**src/rtl/cpu_disp_pkg.sv**
```systemverilog
// Shared constants for the LED scan display: digit count,
// blank pattern and the active-low hex segment table.
package cpu_disp_pkg;

   localparam int DISP_DIGITS = 8;
   localparam int IDX_W       = $clog2(DISP_DIGITS);

   localparam logic [6:0] SEG_BLANK = 7'h7F;

   // Segments {g,f,e,d,c,b,a}, active-low, indexed by nibble.
   localparam logic [6:0] HEX_SEG [16] = '{
      7'h40, 7'h79, 7'h24, 7'h30,
      7'h19, 7'h12, 7'h02, 7'h78,
      7'h00, 7'h10, 7'h08, 7'h03,
      7'h46, 7'h21, 7'h06, 7'h0E
   };

endpackage

```
**src/rtl/hex7seg_decode.sv**
```systemverilog
// Combinational nibble to seven-segment decoder (active-low).
// Ports: i_nibble (4), i_blank (1) -> o_seg (7) {g,f,e,d,c,b,a}.
module hex7seg_decode
   import cpu_disp_pkg::*;
(
   input  logic [3:0] i_nibble,
   input  logic       i_blank,
   output logic [6:0] o_seg
);

   assign o_seg = i_blank ? SEG_BLANK : HEX_SEG[i_nibble];

endmodule

```
**src/rtl/led_scan_display.sv**
```systemverilog
// Double-buffered 8-digit multiplexed hex display driver.
// Ports: clk, rst (async low), load, data_in[31:0], blank_lz
//        -> an[7:0], seg[6:0], dp, frame_done (all active-low
//        except frame_done, a one-cycle wrap pulse).
module led_scan_display
   import cpu_disp_pkg::*;
#(
   parameter int CLK_DIV = 50000,
   parameter int DIGITS  = 8
) (
   input  logic        clk,
   input  logic        rst,
   input  logic        load,
   input  logic [31:0] data_in,
   input  logic        blank_lz,
   output logic [7:0]  an,
   output logic [6:0]  seg,
   output logic        dp,
   output logic        frame_done
);

   localparam int PW = (CLK_DIV > 1) ? $clog2(CLK_DIV) : 1;

   logic [PW-1:0]    r_presc;
   logic [IDX_W-1:0] r_idx;
   logic [31:0]      r_shadow;
   logic [31:0]      r_disp;
   logic             r_pending;
   logic [7:0]       r_an;
   logic [6:0]       r_seg;
   logic             r_frame_done;

   logic             w_tick;
   logic             w_frame;
   logic [IDX_W-1:0] w_idx_next;
   logic [31:0]      w_disp_next;
   logic             w_pending_next;
   logic [4:0]       w_shamt;
   logic [3:0]       w_nibble;
   logic             w_blank;
   logic [6:0]       w_seg;

   assign w_tick     = (r_presc == PW'(CLK_DIV - 1));
   assign w_frame    = w_tick && (r_idx == IDX_W'(DISP_DIGITS - 1));
   assign w_idx_next = w_tick ? r_idx + 1'b1 : r_idx;

   // A load coinciding with the boundary bypasses the shadow
   // so it is shown this frame and nothing stays pending.
   always_comb begin
      w_disp_next    = r_disp;
      w_pending_next = r_pending;
      if (w_frame) begin
         w_pending_next = 1'b0;
         if (load)
            w_disp_next = data_in;
         else if (r_pending)
            w_disp_next = r_shadow;
      end else if (load) begin
         w_pending_next = 1'b1;
      end
   end

   assign w_shamt  = {w_idx_next, 2'b00};
   assign w_nibble = w_disp_next[w_shamt +: 4];

   // Digit k>0 blanks when it and every higher nibble is zero.
   always_comb begin
      w_blank = 1'b0;
      if (blank_lz && (w_idx_next != '0))
         w_blank = ((w_disp_next >> w_shamt) == 32'd0);
   end

   hex7seg_decode u_dec (
      .i_nibble (w_nibble),
      .i_blank  (w_blank),
      .o_seg    (w_seg)
   );

   always_ff @(posedge clk or negedge rst) begin
      if (!rst) begin
         r_presc      <= '0;
         r_idx        <= '0;
         r_shadow     <= '0;
         r_disp       <= '0;
         r_pending    <= 1'b0;
         r_an         <= 8'hFF;
         r_seg        <= SEG_BLANK;
         r_frame_done <= 1'b0;
      end else begin
         r_presc      <= w_tick ? '0 : r_presc + 1'b1;
         r_idx        <= w_idx_next;
         r_disp       <= w_disp_next;
         r_pending    <= w_pending_next;
         r_frame_done <= w_frame;
         if (load)
            r_shadow <= data_in;
         if (w_tick) begin
            r_an  <= ~(DIGITS'(1) << w_idx_next);
            r_seg <= w_seg;
         end
      end
   end

   assign an         = r_an;
   assign seg        = r_seg;
   assign dp         = 1'b1;
   assign frame_done = r_frame_done;

endmodule

```
**config.mk**
```make
export PLATFORM = sky130hd
export DESIGN_NAME = led_scan_display
export DESIGN_NICKNAME = d
export VERILOG_FILES = /design/src/rtl/cpu_disp_pkg.sv /design/src/rtl/hex7seg_decode.sv /design/src/rtl/led_scan_display.sv
export SDC_FILE = /design/constraint.sdc
export NUM_CORES = 1
export LEC_CHECK = 0
export ABC_AREA = 1
export BUFFER_PORTS_ARGS = -buffer_cell sky130_fd_sc_hd__buf_2
export CORE_MARGIN = 10
export CORE_UTILIZATION = 52
export DETAILED_ROUTE_END_ITERATION = 12
export GPL_TIMING_DRIVEN = 1
export PLACE_DENSITY = 0.71
export SLEW_MARGIN = 0
export SYNTH_ARGS = -nofsm -noshare
export SYNTH_HDL_FRONTEND = slang
export SYNTH_SLANG_ARGS = --single-unit
```
**constraint.sdc**
```tcl
create_clock -name clk -period 8.3 [get_ports clk]
set_clock_uncertainty 0.1 [all_clocks]
set_input_delay 2.075 -clock clk [delete_from_list [all_inputs] [get_ports clk]]
set_output_delay 2.075 -clock clk [all_outputs]
set_load 0.01 [all_outputs]
```
==> results by group <==
Timing
  – RSZ-0062 raised after global routing: no
  – Tcrit/Tclk final: about 62%
  – Headroom to the max-slew limit: about a third
  – Final Hold Viols: 0
  – Final Slew Violations: 0
  – Max Clk Rate: 193 MHz
  – Slew of the pin with the lowest slew margin: 1.01 ns
  – Final count of negative-setup-slack endpoints: 0
  – Fin crit period: 5.17 ns
  – Setup TNS Final: 0 ns

Die
  – FP Rows: 39
  – Die width: 128 um
  – Starting density of the core: 52.9%
  – IO Count: 53
  – Chip Height: 128 um
  – Core box area: approximately 11,000 um2
  – Die Area: 16,300 um2

GRT
  – Grt ovf: 0
  – Initial antenna violation count: 0
  – First-pass GRT wire length: 25,900 um
  – Total track usage: a little under a fifth
  – Pin count of the biggest net entering global routing: 82
  – Vias in the first global route: 5,314

Pwr
  – Maximum vdd ir drop: 0.150 mV
  – LEAKAGE: 3.80 nW
  – P per Cell Area: 153 nW/um2

Synthesis
  – Cells after Synth: around 860
  – Post-Synthesis Mean Instance Area: approximately 7 um2
  – Number of enable flip-flop cells after synthesis: 0
  – Synth area leaders: dfrtp_1 35%, nand2_1 22%, dfstp_2 6.5%
  – Main synth FF type: dfrtp_1
  – Synth top area share: 35.2%
  – Area leader, netlist: dfrtp_1
  – Syn nets: 902
  – #FFs+latches synth: 100
  – FFs w/ async S/R, synth: 100%
  – Post-synthesis sequential area ratio: 41.7%
  – Area of the mapped netlist: 6040 um2
  – Yosys synthesis warning count: 0
  – Yosys cell types: 37

Worst setup path
  – CP arrival: ~5.4 ns
  – Crit path launch type: input pin
  – Critical path's slowest cell: inv_2
  – Crit-path leading delay family: buffers and inverters
  – Critical Path End Type: flip-flop
  – Worst stage delay on the critical path: 0.53 ns
  – Req. time, crit path: 8.47 ns
  – Buf/Inv on CP: 3
  – Critical Path Fanout Max: 54
  – Type of the worst setup path: in -> reg
  – Critical path, cell by cell: buf_2, inv_2, o21ai_0, o21ai_0, o21ai_1, nand2_1, nand3_1, nand2_1, o21ai_2, ha_1, nand2_1, inv_1, nand2_1, nand3b_1, nor2_1, nand3_1, nor2_1, nand2_2, a21oi_1
  – Crit path top cell by count: nand2_1

Clock tree
  – H-tree depth: 3
  – Reg clk slew, reported paths: 0.07 ns
  – Maximum root-to-sink buffer count: 2
  – Clock sink count: 100
  – CTS Hold Bufs: 0
  – CTS tree: yes
  – Num CTS Buffers: 9
  – Clk root buf: clkbuf_16
  – Clk_lat worst skew: 0.35 ns
  – Post-cts sizing count: 0
  – Setup bufs post-CTS: 0

Place
  – Placed cell area: 6320 um2
  – Hpwl dp: about 10,000 um
  – Gpl congestion: 0.942
  – Port buffer count: 51

Cells and area
  – Ant diodes: 0
  – Commonest non-fill, non-tap cell in the layout: nand2_1
  – Net count, final: about 940
  – Area grow syn2layout: 9.72%
  – Fin area: 6630 um2
  – Fraction of layout cells with a size suffix above 1: 14.3%
  – Fillers: 1,129
  – Most frequent cells in the layout: 351 x nand2_1, 101 x inv_1, 85 x dfrtp_1

Detailed routing
  – Post-DRT Antenna Nets: 0
  – Routed via count: around 5,300
  – Residual DRC: 0
  – Routed len/inst: 14.4 um
  – Wirelength, routed: 15,000 um
  – Number of vias per cell: 5.08
  – Initial drt markers: 518
  – Detailed Routing Iterations Pass 1: 5

Run
  – Max-cap violation count: 0

Run status
  – Status: finished clean

Min path
  – Worst min path class: reg -> reg
worst register-to-register path, stage by stage, from the launching register on:
cell	delay, ns
dfrtp_1	0.40
ha_1	0.21
ha_1	0.68
nand3_1	0.58
nand2_1	0.23
nand3_1	0.11
nand3_1	0.11
nand2_1	0.11
o21ai_2	0.27
ha_1	0.24
nand2_1	0.06
inv_1	0.04
nand2_1	0.04
nand3b_1	0.14
nor2_1	0.09
nand3_1	0.07
nor2_1	0.12
nand2_2	0.12
a21oi_1	0.20
registers in the layout, indices dropped and copies added (netlist names):
name        cells
r_shadow       32
frame_done      1
an              8
r_disp         32
r_pending       1
seg             7
r_idx           3
r_presc        16
metal layers:
metal  share of wire (%)  global-route usage, %  up-vias  routed length (um)
met5                   0                      0        -                   0
li1                    -                      -     2713                   -
met4                 1.8                   5.70        0                 264
met2                  47                   31.3      122                7110
met3                 4.8                   4.88       19                 722
met1                  46                   24.4     2427                6880
through the flow:
| stage | worst slack, ns | utilization [%] | hold slack [ns] | total power [mW] | instances |
|---|---|---|---|---|---|
| 5_1_grt | 2.57 | 58.0 | 0.395 | 1.05 | 1039 |
| 3_3_place_gp | 2.89 | 55.3 | 0.351 | 0.575 | 1023 |
| 4_1_cts | 3.09 | 58.0 | 0.371 | 1.03 | 1039 |
| 3_5_place_dp | 2.73 | 55.3 | 0.354 | 0.577 | 1023 |
| 6_report | 3.13 | 58.0 | 0.365 | 1.01 | 1039 |
| 2_1_floorplan | 3.94 | - | 0.333 | 0.550 | 857 |
final timing paths:
check / startpoint / endpoint / slack, ns / depth (start not counted)
setup / recovery: load / seg[4]$_DFFE_PN1N_ / 3.13 / 19
hold / removal: r_shadow[21]$_DFFE_PN0P_ / r_shadow[21]$_DFFE_PN0P_ / 0.36 / 2
setup reg to reg: r_idx[0]$_DFF_PN0_ / seg[4]$_DFFE_PN1N_ / 4.30 / 18
hold reg to reg: r_shadow[21]$_DFFE_PN0P_ / r_shadow[21]$_DFFE_PN0P_ / 0.36 / 2
max in group asynchronous: rst / frame_done$_DFF_PN0_ / 5.33 / 2
min in group asynchronous: rst / r_shadow[2]$_DFFE_PN0P_ / 1.49 / 1
power breakdown:
part           internal [mW]  switching (mW)
logic                 0.0214          0.0378
clock network          0.263           0.183
registers              0.501         0.00609
total                  0.786           0.227
synth_stat cells, types with 2 or more instances:
master / number
xor2_1: 3
nand3_4: 3
o21ai_4: 2
buf_2: 14
nand3b_1: 2
a21oi_1: 17
and2_1: 2
o21ai_1: 2
inv_1: 101
buf_6: 5
nand2_1: 351
clkbuf_1: 8
nand3_2: 4
inv_2: 9
ha_1: 9
nor2_1: 57
nand3_1: 71
o22ai_1: 9
dfstp_2: 15
o21ai_2: 3
nor2_2: 3
nand2_4: 5
buf_4: 2
o21ai_0: 25
nor2_4: 7
a21boi_0: 22
nand2_2: 8
nand4_1: 2
dfrtp_1: 85
nor3_1: 3
o2111ai_1: 2
cell type report:
class	count	area [um2]	share of cell area, %
Clock buffer	11	233	3.51
Clock inverter	5	77.6	1.17
Inverter	110	413	6.23
Multi-Input combinational cell	617	2930	44.2
Sequential cell	100	2520	38.0
Tap cell	143	179	2.70
Timing Repair Buffer	53	273	4.12
cells by family after synthesis:
logic type / count (synthesis) / synth area share, %
other: 1 / 0.0621
and+or+nand+nor: 520 / 37.3
buffers and inverters: 140 / 9.74
xor gates and xnor gates: 3 / 0.435
adders and majority gates: 9 / 1.86
DFF: 100 / 41.7
AOI/OAI and AO/OA: 84 / 8.87
(Power assumes the default switching activity.)
